<file path="config.mk">
export PLATFORM = sky130hd
export DESIGN_NAME = ftdi_fb_writer_flat
export DESIGN_NICKNAME = d
export VERILOG_FILES = /design/src/rtl/ftdi_fb_writer_if.sv /design/src/rtl/ftdi_fb_writer.sv /design/src/flat_wrapper.sv
export SDC_FILE = /design/constraint.sdc
export NUM_CORES = 1
export LEC_CHECK = 0
export ABC_AREA = 1
export BUFFER_PORTS_ARGS = -buffer_cell sky130_fd_sc_hd__buf_2
export CORE_UTILIZATION = 50
export DETAILED_ROUTE_END_ITERATION = 8
export PLACE_DENSITY = 0.78
export SETUP_SLACK_MARGIN = 0.2
export SLEW_MARGIN = 20
export SYNTH_ARGS = -nofsm -noshare
export SYNTH_HDL_FRONTEND = slang
export SYNTH_SLANG_ARGS = --single-unit
</file>
<file path="constraint.sdc">
create_clock -name clk_60 -period 3.39 [get_ports clk_60]
set_input_delay 0.1695 -clock clk_60 [delete_from_list [all_inputs] [get_ports clk_60]]
set_output_delay 0.1695 -clock clk_60 [all_outputs]
set_load 0.03 [all_outputs]
</file>
<file path="src/rtl/ftdi_fb_writer_if.sv">
// ftdi_fb_writer_if
// Bundles the FT232H 245-FIFO bus and the framebuffer write port used by
// ftdi_fb_writer.
//   ftdi_data     8   FIFO read data (from FTDI)
//   ftdi_rxf_n    1   low = FIFO has data (from FTDI)
//   ftdi_oe_n     1   low = FTDI drives the bus (to FTDI)
//   ftdi_rd_n     1   low = read strobe (to FTDI)
//   wdata         20  pixel to the framebuffer
//   waddr         14  pixel index to the framebuffer
//   we            1   one-cycle write strobe
//   full_ftdi     1   frame complete, awaiting swap
//   swapped_ftdi  1   one-cycle pulse from the framebuffer: buffers swapped
// master = the writer, slave = FTDI chip plus framebuffer.
interface ftdi_fb_writer_if;
    logic [7:0]  ftdi_data;
    logic        ftdi_rxf_n;
    logic        ftdi_oe_n;
    logic        ftdi_rd_n;
    logic [19:0] wdata;
    logic [13:0] waddr;
    logic        we;
    logic        full_ftdi;
    logic        swapped_ftdi;

    modport master (
        input  ftdi_data, ftdi_rxf_n, swapped_ftdi,
        output ftdi_oe_n, ftdi_rd_n, wdata, waddr, we, full_ftdi
    );

    modport slave (
        output ftdi_data, ftdi_rxf_n, swapped_ftdi,
        input  ftdi_oe_n, ftdi_rd_n, wdata, waddr, we, full_ftdi
    );
endinterface

</file>
<file path="src/rtl/ftdi_fb_writer.sv">
// ftdi_fb_writer
// Reads the FT232H byte stream (synchronous 245-FIFO mode), packs every three
// bytes little-endian into a 20-bit pixel and writes pixels sequentially into
// the back framebuffer. After PIXELS pixels it raises full_ftdi and stops
// reading until swapped_ftdi reports a buffer swap.
//
// Ports:
//   clk_60  in   60 MHz FTDI clock, the only clock
//   rst     in   synchronous active-high reset
//   bus     ftdi_fb_writer_if.master (FTDI FIFO bus + framebuffer write port)
//
// Parameters:
//   PIXELS          pixels per frame, 1..16384
//   TIMEOUT_CYCLES  idle cycles before a partial frame is discarded
//                   (present only with FTDI_FB_TIMEOUT_EN)
//
// Optional feature: define FTDI_FB_TIMEOUT_EN to discard a partial frame
// after TIMEOUT_CYCLES cycles without an accepted byte.
module ftdi_fb_writer #(
    parameter int PIXELS = 16384
`ifdef FTDI_FB_TIMEOUT_EN
    , parameter int TIMEOUT_CYCLES = 600000
`endif
) (
    input  logic             clk_60,
    input  logic             rst,
    ftdi_fb_writer_if.master bus
);
    typedef enum logic [1:0] {
        S_IDLE,
        S_OE,
        S_READ,
        S_FULL
    } state_t;

    localparam logic [13:0] LAST_INDEX = 14'(PIXELS - 1);

    state_t      state_reg;
    logic [1:0]  phase_reg;
    logic [13:0] index_reg;
    logic [15:0] low_reg;      // bytes 0 and 1 of the pixel being assembled
    logic        oe_n_reg;
    logic        rd_n_reg;
    logic        we_reg;
    logic        full_reg;
    logic [19:0] wdata_reg;
    logic [13:0] waddr_reg;

    logic accept;
    logic timeout;

    // rd_n is low exactly in READ, so a low rxf_n there means the FTDI has
    // presented a valid byte for this edge.
    assign accept = (state_reg == S_READ) && !bus.ftdi_rxf_n;

`ifdef FTDI_FB_TIMEOUT_EN
    localparam logic [19:0] TIMEOUT_LAST = 20'(TIMEOUT_CYCLES - 1);

    logic [19:0] idle_cnt_reg;
    logic        partial;
    logic        idle_active;

    assign partial     = (phase_reg != 2'd0) || (index_reg != 14'd0);
    assign idle_active = !accept && partial && (state_reg != S_FULL);
    // Fires on the TIMEOUT_CYCLES-th consecutive idle cycle.
    assign timeout     = idle_active && (idle_cnt_reg == TIMEOUT_LAST);

    always_ff @(posedge clk_60) begin
        if (rst) begin
            idle_cnt_reg <= 20'd0;
        end else if (!idle_active || timeout) begin
            idle_cnt_reg <= 20'd0;
        end else begin
            idle_cnt_reg <= idle_cnt_reg + 20'd1;
        end
    end
`else
    assign timeout = 1'b0;
`endif

    always_ff @(posedge clk_60) begin
        if (rst) begin
            state_reg <= S_IDLE;
            phase_reg <= 2'd0;
            index_reg <= 14'd0;
            low_reg   <= 16'd0;
            oe_n_reg  <= 1'b1;
            rd_n_reg  <= 1'b1;
            we_reg    <= 1'b0;
            full_reg  <= 1'b0;
            wdata_reg <= 20'd0;
            waddr_reg <= 14'd0;
        end else begin
            we_reg <= 1'b0;
            case (state_reg)
                S_IDLE: begin
                    if (!bus.ftdi_rxf_n) begin
                        state_reg <= S_OE;
                        oe_n_reg  <= 1'b0;
                    end
                end
                // One-cycle bus turnaround before the first read strobe.
                S_OE: begin
                    state_reg <= S_READ;
                    rd_n_reg  <= 1'b0;
                end
                S_READ: begin
                    if (bus.ftdi_rxf_n) begin
                        // Phase and index are kept so reading resumes mid-pixel.
                        state_reg <= S_IDLE;
                        oe_n_reg  <= 1'b1;
                        rd_n_reg  <= 1'b1;
                    end else begin
                        case (phase_reg)
                            2'd0: begin
                                low_reg[7:0] <= bus.ftdi_data;
                                phase_reg    <= 2'd1;
                            end
                            2'd1: begin
                                low_reg[15:8] <= bus.ftdi_data;
                                phase_reg     <= 2'd2;
                            end
                            default: begin
                                we_reg    <= 1'b1;
                                wdata_reg <= {bus.ftdi_data[3:0], low_reg};
                                waddr_reg <= index_reg;
                                phase_reg <= 2'd0;
                                if (index_reg == LAST_INDEX) begin
                                    // Strobes go high now so the next byte
                                    // is not consumed.
                                    full_reg  <= 1'b1;
                                    state_reg <= S_FULL;
                                    oe_n_reg  <= 1'b1;
                                    rd_n_reg  <= 1'b1;
                                end else begin
                                    index_reg <= index_reg + 14'd1;
                                end
                            end
                        endcase
                    end
                end
                S_FULL: begin
                    if (bus.swapped_ftdi) begin
                        full_reg  <= 1'b0;
                        index_reg <= 14'd0;
                        phase_reg <= 2'd0;
                        state_reg <= S_IDLE;
                    end
                end
                default: state_reg <= S_IDLE;
            endcase
            // Never coincides with an accepted byte or with FULL.
            if (timeout) begin
                phase_reg <= 2'd0;
                index_reg <= 14'd0;
            end
        end
    end

    assign bus.ftdi_oe_n = oe_n_reg;
    assign bus.ftdi_rd_n = rd_n_reg;
    assign bus.we        = we_reg;
    assign bus.wdata     = wdata_reg;
    assign bus.waddr     = waddr_reg;
    assign bus.full_ftdi = full_reg;
endmodule

</file>
<file path="src/flat_wrapper.sv">
// flat-port wrapper written by rule: the top's interface ports become plain ports
module ftdi_fb_writer_flat 
#(
    parameter int PIXELS = 16384

)
  (clk_60, rst, bus_ftdi_data, bus_ftdi_rxf_n, bus_swapped_ftdi, bus_ftdi_oe_n, bus_ftdi_rd_n, bus_wdata, bus_waddr, bus_we, bus_full_ftdi);
  ftdi_fb_writer_if bus_i ();
  input  logic clk_60;
  input  logic rst;
  input wire logic [$bits(bus_i.ftdi_data)-1:0] bus_ftdi_data;
  input wire logic [$bits(bus_i.ftdi_rxf_n)-1:0] bus_ftdi_rxf_n;
  input wire logic [$bits(bus_i.swapped_ftdi)-1:0] bus_swapped_ftdi;
  output wire logic [$bits(bus_i.ftdi_oe_n)-1:0] bus_ftdi_oe_n;
  output wire logic [$bits(bus_i.ftdi_rd_n)-1:0] bus_ftdi_rd_n;
  output wire logic [$bits(bus_i.wdata)-1:0] bus_wdata;
  output wire logic [$bits(bus_i.waddr)-1:0] bus_waddr;
  output wire logic [$bits(bus_i.we)-1:0] bus_we;
  output wire logic [$bits(bus_i.full_ftdi)-1:0] bus_full_ftdi;
  assign bus_i.ftdi_data = bus_ftdi_data;
  assign bus_i.ftdi_rxf_n = bus_ftdi_rxf_n;
  assign bus_i.swapped_ftdi = bus_swapped_ftdi;
  assign bus_ftdi_oe_n = bus_i.ftdi_oe_n;
  assign bus_ftdi_rd_n = bus_i.ftdi_rd_n;
  assign bus_wdata = bus_i.wdata;
  assign bus_waddr = bus_i.waddr;
  assign bus_we = bus_i.we;
  assign bus_full_ftdi = bus_i.full_ftdi;
  ftdi_fb_writer #(.PIXELS(PIXELS)) u_core (.clk_60(clk_60), .rst(rst), .bus(bus_i));
endmodule
</file>
==> reports/metrics.yaml <==
clocking:
  clk_path_buf_depth: 2
  root_buffer: "clkbuf_8"
  cts.htree.levels: 3
  post_cts_resized: 0
  numClockSinks: 72
  cts_tree: "yes"
  clkSlewWorstSetupHoldPaths_ns: 0.08
  post-cts-setup-buffer-count: 0
  postCtsHoldBufs: 0
  insertion_delay_ns: 0.36
  cts_inserted_buffers: 9
floorplanning:
  fp.coreArea_um2: 5990
  die_w_um: 81.3
  rows: 28
  initial_core_util_pct: 52.4
  dieHeight_um: 81.3
  pin_count: 50
  die_area_um2: 6600
sta:
  rsz0062_at_grt: "false"
  fin_skew_ns: 0.0104
  setup_tns_ns: 0
  worstMarginPinSlew_ns: 0.833
  drv_slew: 0
  timing.final.ws_setup_ns: 1.28
  period_share_pct: 62.4
  hold_slack_ns: 0.108
  relSlewSlack_pct: 44.5
  setup_viol: 0
  fmax_mhz: 473
  hold_viol_final: 0
  layout_min_cycle_time_ns: 2.11
grt:
  grt_pass1_wl_um: 12100
  grt_max_degree: 46
  grt_pass1_vias: 2652
  grt_use_total_pct: 24.2
  antenna_found_initial: 0
  grt_overflow_total: 0
finish:
  area_delta_synth_final_pct: 13.9
  nets: 499
  n_antenna_cell: 0
  fillers: 570
  drive_above_1_share_pct: 16.8
  final_util_pct: 59.7
  largest_reg_flops: 20
worst_setup_path:
  cp_common_cell: "nand2_1"
  reg2reg_to: "u_core.index_reg[11]"
  path_max_fanout: 17
  crit_required_ns: 3.62
  ff2ff_setup_slack_ns: 1.28
  crit_family: "simple AND/OR/NAND/NOR gates"
  critPathMaxStageDelay_ns: 0.39
  critPathArrivalTime_ns: 2.35
  reg2reg_from: "u_core.state_reg[0]"
  worstSetupStartpointType: "register"
  cp_num_buf_inv: 1
  ff2ff_path_depth: 9
  cp_slowest_cell: "ha_1"
  cp-end-kind: "register"
  path_class: "register to register"
  crit_chain: "inv_1 > ha_1 > nand2_1 > nand2_1 > nand2_2 > nor2_4 > nand2_4 > o21ai_2 > nor2_1"
hold_path:
  whs_path_depth: 3
  holdPathEnd: "u_core.low_reg[14]"
  hold_start: "bus_ftdi_data[6]"
  hp-class: "input port to register"
detailed_routing:
  wl_per_cell_um: 13.3
  drc_errors: 0
  firstDrtPassIters: 5
  wl_um: 7480
  ant_nets: 0
  dr.first_iter.drc_count: 233
  vias_per_cell: 5.34
  vias: 3009
power_and_ir_drop:
  p_leak_nw: 1.48
  p_per_area_nw_per_um2: 492
  ir_worst_vdd_mv: 0.309
  total_power_mw: 1.76
synthesis:
  ys_types: 25
  yosysMostFrequentCell: "nand2_1"
  syn_area_per_cell_um2: 7.09
  async_flop_share_pct: 0
  synthTopCellsByArea: "dfxtp_1, nand2_1, nand3_1, a21oi_1, nor2_1"
  synth_common_cells: "nand2_1, dfxtp_1, nor2_1"
  ys_ff_latch: 72
  synth.net_count: 459
  syn_area_um2: 3140
  synth_warnings: 0
  synth_edf_count: 0
  seq_area_frac_synth_pct: 45.9
  yosys_most_used_dff: "dfxtp_1"
  yosysTopAreaCell: "dfxtp_1"
  synth_top_area_share_pct: 45.9
  synthCells: 443
placed_design:
  dp_slack_ns: 1.31
  portBuffers: 49
  globalplace.congestion: 0.853
  dpl.hpwl_um: 5090
run:
  drv_cap: 0
outcome:
  status: "finished, final reports clean"
-- placed cells by master, fill, tap and decap left out, types with 4 or more instances in the layout --
cell	netlist	routed
ha_1	4	4
buf_2	9	49
inv_2	4	4
dfxtp_1	72	72
nand2_1	104	104
clkbuf_8	0	9
inv_1	28	28
nand4_1	8	8
o21ai_0	19	19
a21oi_1	46	46
nand2_2	4	4
nand3_1	58	58
nor2_1	61	61
-- power breakdown --
| group | switching (mW) | leakage [nW] | internal [mW] | total (mW) |
|---|---|---|---|---|
| Sequential | 0.0179 | 0.581 | 0.870 | 0.888 |
| Clock | 0.338 | 0.0933 | 0.344 | 0.682 |
| Combinational | 0.135 | 0.804 | 0.0556 | 0.191 |
| Total | 0.491 | 1.48 | 1.27 | 1.76 |
-- cells by family (layout without fill, tap and decap cells) --
family	count (synthesis)	in the layout	synth area share (%)
simple gates	245	245	34.0
compound gates	68	68	11.1
fa+ha+maj	4	4	1.59
flops	72	72	45.9
buf+inv	54	99	7.41
-- metal layers --
| layer | global-route usage, % | up-vias | wire length [um] |
|---|---|---|---|
| met5 | 0 | - | 0 |
| met4 | 10.5 | 0 | 114 |
| met3 | 4.61 | 11 | 467 |
| met2 | 37.2 | 104 | 3380 |
| met1 | 32.6 | 1372 | 3510 |
| li1 | - | 1522 | - |
-- how the worst max path moves through the flow --
stage,from,end,slack (ns),cells past startpoint
3_5_place_dp,u_core.state_reg[0],u_core.index_reg[8],1.31,9
6_report,u_core.state_reg[0],u_core.index_reg[11],1.28,9
5_1_grt,u_core.state_reg[0],u_core.index_reg[8],1.04,9
2_1_floorplan,u_core.state_reg[0],u_core.index_reg[10],1.76,11
4_1_cts,u_core.state_reg[0],u_core.index_reg[11],1.28,9
3_3_place_gp,u_core.state_reg[0],u_core.index_reg[11],1.44,9
-- worst reg2reg max path, delay by kind of cell, from the launching register on --
kind / cells / cell delay (ns)
AND/OR/NAND/NOR: 6 / 0.92
adder cells (fa/ha/maj): 1 / 0.39
flip-flops: 1 / 0.31
AO/OA/AOI/OAI: 1 / 0.27
buffers and inverters: 1 / 0.11
-- cell type report --
cell class                      count  area (um^2)  area share (%)
Timing Repair Buffer               51          260            7.27
Tap cell                           75         93.8            2.62
Multi-Input combinational cell    317         1470            41.0
Inverter                           32          120            3.36
Clock buffer                       10          128            3.57
Sequential cell                    72         1440            40.3
Clock inverter                      6         67.6            1.89
-- per-stage QoR --
stage               instances  instance area (um^2)
global route              563                  3580
detailed placement        547                  3380
global placement          547                  3380
CTS                       563                  3580
finish                    563                  3580
floorplan                 443                  3140
No activity file was read; power rests on OpenSTA's default activity.
